==> src/rtl/divisor_frequencia_prog.sv <==
// divisor_frequencia_prog: runtime-programmable, fully synchronous frequency
// divider with NUM_CANAIS independent channels. Each channel produces a
// one-cycle clock-enable pulse (tick) every D enabled cycles and a 50% square
// wave (onda) that toggles on every tick. New divisors are written through a
// shadow register and only take effect on the channel's next wrap. This keeps
// the running period from being cut short.
// Optional feature: define DIVISOR_SYNC_EN to add the `sync` input. A pulse on
// `sync` realigns every channel and applies all pending divisors.
module divisor_frequencia_prog #(
    parameter int                            NUM_CANAIS = 3,
    parameter int                            WIDTH      = 28,
    parameter logic [NUM_CANAIS*WIDTH-1:0]   DIV_RESET  = {28'd8192, 28'd4194304, 28'd67108864}
) (
    input  logic                  clock,
    input  logic                  reset,
    input  logic [NUM_CANAIS-1:0] enable,
    input  logic                  wr_en,
    input  logic [2:0]            wr_canal,
    input  logic [WIDTH-1:0]      wr_valor,
`ifdef DIVISOR_SYNC_EN
    input  logic                  sync,
`endif
    output logic                  wr_erro,
    output logic [NUM_CANAIS-1:0] pendente,
    output logic [NUM_CANAIS-1:0] tick,
    output logic [NUM_CANAIS-1:0] onda
);

    logic [WIDTH-1:0]      cnt    [NUM_CANAIS];
    logic [WIDTH-1:0]      div    [NUM_CANAIS];
    logic [WIDTH-1:0]      shadow [NUM_CANAIS];
    logic [NUM_CANAIS-1:0] wrap;
    logic [NUM_CANAIS-1:0] wr_sel;
    logic                  wr_ok;
    logic                  sync_i;

`ifdef DIVISOR_SYNC_EN
    assign sync_i = sync;
`else
    assign sync_i = 1'b0;
`endif

    // Decode the write request and detect which channels wrap on this edge.
    always_comb begin
        // NOTE: every output of this block gets a default first so no path leaves it unassigned (no latch).
        wr_sel = '0;
        wrap   = '0;
        wr_ok  = wr_en && (wr_valor != '0) && (int'(wr_canal) < NUM_CANAIS);
        for (int i = 0; i < NUM_CANAIS; i++) begin
            wr_sel[i] = wr_ok && (int'(wr_canal) == i);
            // div is never 0, so div-1 cannot underflow.
            wrap[i]   = enable[i] && (cnt[i] == div[i] - WIDTH'(1));
        end
    end

    // Per-channel counters, divisor/shadow registers and registered outputs.
    always_ff @(posedge clock or posedge reset) begin
        if (reset) begin
            // NOTE: these register arrays are reset explicitly. div must come up holding DIV_RESET and not an unknown value.
            for (int i = 0; i < NUM_CANAIS; i++) begin
                cnt[i]    <= '0;
                div[i]    <= DIV_RESET[WIDTH*i +: WIDTH];
                shadow[i] <= '0;
            end
            pendente <= '0;
            tick     <= '0;
            onda     <= '0;
            wr_erro  <= 1'b0;
        end else begin
            // NOTE: state uses non-blocking assignment. In each loop iteration the later write to pendente[i] overrides the earlier one.
            wr_erro <= wr_en && !wr_ok;
            for (int i = 0; i < NUM_CANAIS; i++) begin
                tick[i] <= 1'b0;
                if (sync_i) begin
                    // Realign: restart the count, clear the wave, apply any pending divisor.
                    cnt[i]      <= '0;
                    onda[i]     <= 1'b0;
                    pendente[i] <= 1'b0;
                    if (pendente[i]) begin
                        div[i] <= shadow[i];
                    end
                end else if (enable[i]) begin
                    if (wrap[i]) begin
                        cnt[i]  <= '0;
                        tick[i] <= 1'b1;
                        onda[i] <= ~onda[i];
                        if (pendente[i]) begin
                            div[i]      <= shadow[i];
                            pendente[i] <= 1'b0;
                        end
                    end else begin
                        cnt[i] <= cnt[i] + WIDTH'(1);
                    end
                end else if (pendente[i]) begin
                    // An idle channel takes the new divisor at once. The count is kept only if it still fits.
                    div[i]      <= shadow[i];
                    pendente[i] <= 1'b0;
                    if (cnt[i] >= shadow[i]) begin
                        cnt[i] <= '0;
                    end
                end
                // A write this cycle lands after any wrap/sync apply and stays pending.
                if (wr_sel[i]) begin
                    shadow[i]   <= wr_valor;
                    pendente[i] <= 1'b1;
                end
            end
        end
    end

endmodule

==> config.mk <==
export PLATFORM = sky130hd
export DESIGN_NAME = divisor_frequencia_prog
export DESIGN_NICKNAME = d
export VERILOG_FILES = /design/src/rtl/divisor_frequencia_prog.sv
export SDC_FILE = /design/constraint.sdc
export NUM_CORES = 1
export LEC_CHECK = 0
export ABC_AREA = 1
export BUFFER_PORTS_ARGS = -buffer_cell sky130_fd_sc_hd__buf_2
export CORE_UTILIZATION = 64
export CTS_CLUSTER_DIAMETER = 40
export DETAILED_ROUTE_END_ITERATION = 16
export GPL_ROUTABILITY_DRIVEN = 1
export PLACE_DENSITY = 0.81
export SLEW_MARGIN = 20
export SYNTH_ARGS = -nofsm -noshare
export SYNTH_HDL_FRONTEND = slang
export SYNTH_SLANG_ARGS = --single-unit
==> constraint.sdc <==
create_clock -name clock -period 9.1 [get_ports clock]
set_input_delay 0.91 -clock clock [delete_from_list [all_inputs] [get_ports clock]]
set_output_delay 0.91 -clock clock [all_outputs]
set_load 0.01 [all_outputs]
==> impl_metrics.py <==
metrics = {
    "status": {
        "status": "finished clean",
    },
    "drt": {
        "via_per_inst": 5.91,
        "drt-met1-wl_um": 23000,
        "num_vias": 17300,
        "wirelength_um": 55200,
        "wl_met3_um": 5440,
        "topRoutingLayerUsed": "met5",
        "wl_per_cell_um": 18.8,
        "dr.pass1.iters": 6,
        "ant_nets": 0,
        "drc": 0,
        "drt_iter0_markers": 1834,
        "wl_met2_um": 24200,
    },
    "synth": {
        "synth_fp_nets": 2630,
        "synth_top_area_share": 0.360,
        "ys_warn_count": 0,
        "yosysSeqAreaShare": 0.364,
        "synth_edf_count": 0,
        "netlist_area_sq_mm": 0.0180,
        "synthArstFlopShare": 1.00,
        "synth_cells": 2503,
        "postSynthAreaPerCell_sq_um": 7.19,
        "ys_types": 44,
        "yosysTopAreaCell": "dfrtp_1",
        "yosys-top-cells-count": "nand2_1 (678), nor2_1 (276), nand3_1 (265)",
        "synth.most_common_cell": "nand2_1",
        "synth_seq_cells": 262,
        "synth.area.top_cells": "dfrtp_1 (36%), nand2_1 (14%), nand3_1 (7.4%)",
        "synthFlopType": "dfrtp_1",
    },
    "die": {
        "core_area_sq_mm": 0.0277,
        "row_count": 61,
        "ioPinCount": 47,
        "die_x_um": 170,
        "initial_utilization": 0.650,
        "die_h_um": 170,
        "die_area_sq_mm": 0.0288,
    },
    "placement": {
        "dpl_cell_area_sq_mm": 0.0184,
        "globalplace.congestion": 1.00,
        "numPortBuffers": 46,
        "placed_cells": 2851,
        "hpwlAfterDp_um": 40500,
    },
    "critical_path": {
        "worstPathArrival_ps": 3990,
        "critPathKind": "reg2reg",
        "crit_fanout": 43,
        "startpoint_type": "flip-flop",
        "cp_data_required_time_ps": 9530,
        "cp-end-kind": "flip-flop",
    },
    "power": {
        "p_seq_frac": 0.357,
        "switching_share": 0.396,
        "power_frac_clock": 0.327,
        "p_int_mw": 2.91,
        "pwr-share-comb": 0.316,
        "powerDensity_mw_per_mm2": 243,
        "p_sw_mw": 1.91,
        "irDropWorstVdd_v": 0.000174,
        "leakagePower_nw": 9.85,
    },
    "final_layout": {
        "design_area_sq_mm": 0.0198,
        "utilization": 0.716,
        "nets": 2644,
        "area_growth_pct": 10.1,
        "fin_cells": 2929,
        "drive_gt1_frac": 0.0679,
    },
    "timing": {
        "min_period_over_period": 0.392,
        "slew_headroom": 0.288,
        "period_minus_slack_ps": 3570,
        "slew_violations": 0,
        "worstMarginPinSlew_ps": 1070,
        "timing_hold_violations_final": 0,
        "setup_viol": 0,
        "fin_skew_ps": 29.8,
        "setup-tns-final_ps": 0,
        "fmax_ghz": 0.280,
        "grt_setup_unrepaired": "false",
    },
    "cts": {
        "clockBufferDepth": 3,
        "cts_sinks": 262,
        "htreeDepth": 2,
        "holdBufCountCts": 0,
        "cts-resized-gates": 0,
        "cts_tree": "yes",
        "cts-buffers-inserted": 41,
        "cts-root-buf": "clkbuf_16",
        "clk_latency_ps": 560,
        "post-cts-setup-buffers": 0,
        "clkTransAtPathRegs_ps": 60,
    },
    "grt": {
        "track_usage": 0.389,
        "grt_pass1_vias": 16300,
        "grt_pass1_wl_um": 86800,
        "antenna_found_initial": 5,
        "overflow": 0,
        "grt_max_degree": 127,
    },
    "worst_hold_path": {
        "hold_class": "reg2reg",
    },
    "job": {
        "maxCapViolCount": 0,
    },
}
cell usage in the layout (no fill, tap or decap), drive strengths merged, types with 3 or more instances in the layout:
cell	count
nand4	52
a21oi	56
dfstp	3
nand3b	35
clkinv	15
nand2	687
nor2	295
nand3	268
o21ai	132
dfrtp	259
diode	3
inv	272
bufinv	3
o221ai	3
o211ai	3
o31ai	3
o21a	5
nor3	43
a211oi	3
clkbuf	49
nor4	22
o21bai	5
xor2	106
buf	54
xnor2	66
a21boi	4
ha	90
or2	5
state kept, by name (all words and copies together) (netlist names):
signal    count
onda          3
tick          3
pendente      3
wr_erro       1
div          84
cnt          84
shadow       84
worst max-delay path: stages, from the launching register on:
cell and delay [ps]:
dfrtp_1 400, inv_1 110, ha_1 200, nand2_1 90, nor2_1 300, nand2_1 90, nor2_1 320, nand3_1 110
nand2_1 120, nand3_1 100, nor2_1 90, nand2_1 60, nor2_2 160, nand3_4 240, nand2_4 480, nand2_4 340
nand2_1 150, nand2_1 60
worst paths after layout:
path	start	to	slack [ps]	depth (start not counted)
setup / recovery	div[28]$_DFFE_PP0P_	div[42]$_DFFE_PP0P_	5530	17
hold / removal	onda[0]$_DFFE_PP0P_	onda[0]$_DFFE_PP0P_	480	1
setup reg to reg	div[28]$_DFFE_PP0P_	div[42]$_DFFE_PP0P_	5530	17
hold reg to reg	onda[0]$_DFFE_PP0P_	onda[0]$_DFFE_PP0P_	480	1
max in group asynchronous	reset	shadow[75]$_DFFE_PP0P_	7070	3
min in group asynchronous	reset	div[77]$_DFFE_PP0P_	520	2
final cells by class:
type,count,area [sq um]
tap,378,473
timing repair buffer,54,310
inverter,267,1010
clock buffer,49,1100
antenna,3,7.51
sequential,262,6560
clock inverter,25,297
multi-input combinational,1891,10100
fill,2249,7880
power by group through the flow:
stage | clock network (mW) | registers [mW] | logic, mW
final | 1.57 | 1.72 | 1.52
after global routing | 1.63 | 1.75 | 1.73
after CTS | 1.58 | 1.71 | 1.49
after detailed placement | 0 | 1.72 | 1.48
after global placement | 0 | 1.72 | 1.42
after floorplan | 0 | 1.60 | 1.17
logic make-up (layout without fill, tap and decap cells):
logic type / after synthesis / count (layout) / share of synthesized area
xor gates and xnor gates: 175 / 175 / 0.0879
AOI/OAI and AO/OA: 214 / 214 / 0.0635
DFF: 262 / 262 / 0.364
adders and majority gates: 90 / 90 / 0.0625
buffers and inverters: 350 / 395 / 0.0780
and+or+nand+nor: 1412 / 1412 / 0.344
other: 0 / 3 / 0
layer usage:
layer / up-vias / track usage
met1: 8116 / 0.540
met3: 171 / 0.0772
met5: - / 0
li1: 8119 / -
met2: 899 / 0.592
met4: 2 / 0.169
per-stage QoR:
stage | total power [mW] | hold WS, ps | setup WS [ps]
5_1_grt | 5.11 | 505 | 5270
2_1_floorplan | 2.77 | 458 | 983
6_report | 4.82 | 478 | 5530
4_1_cts | 4.78 | 482 | 5430
3_5_place_dp | 3.20 | 476 | 5510
3_3_place_gp | 3.14 | 458 | 5580
No activity file was read; power rests on OpenSTA's default activity.
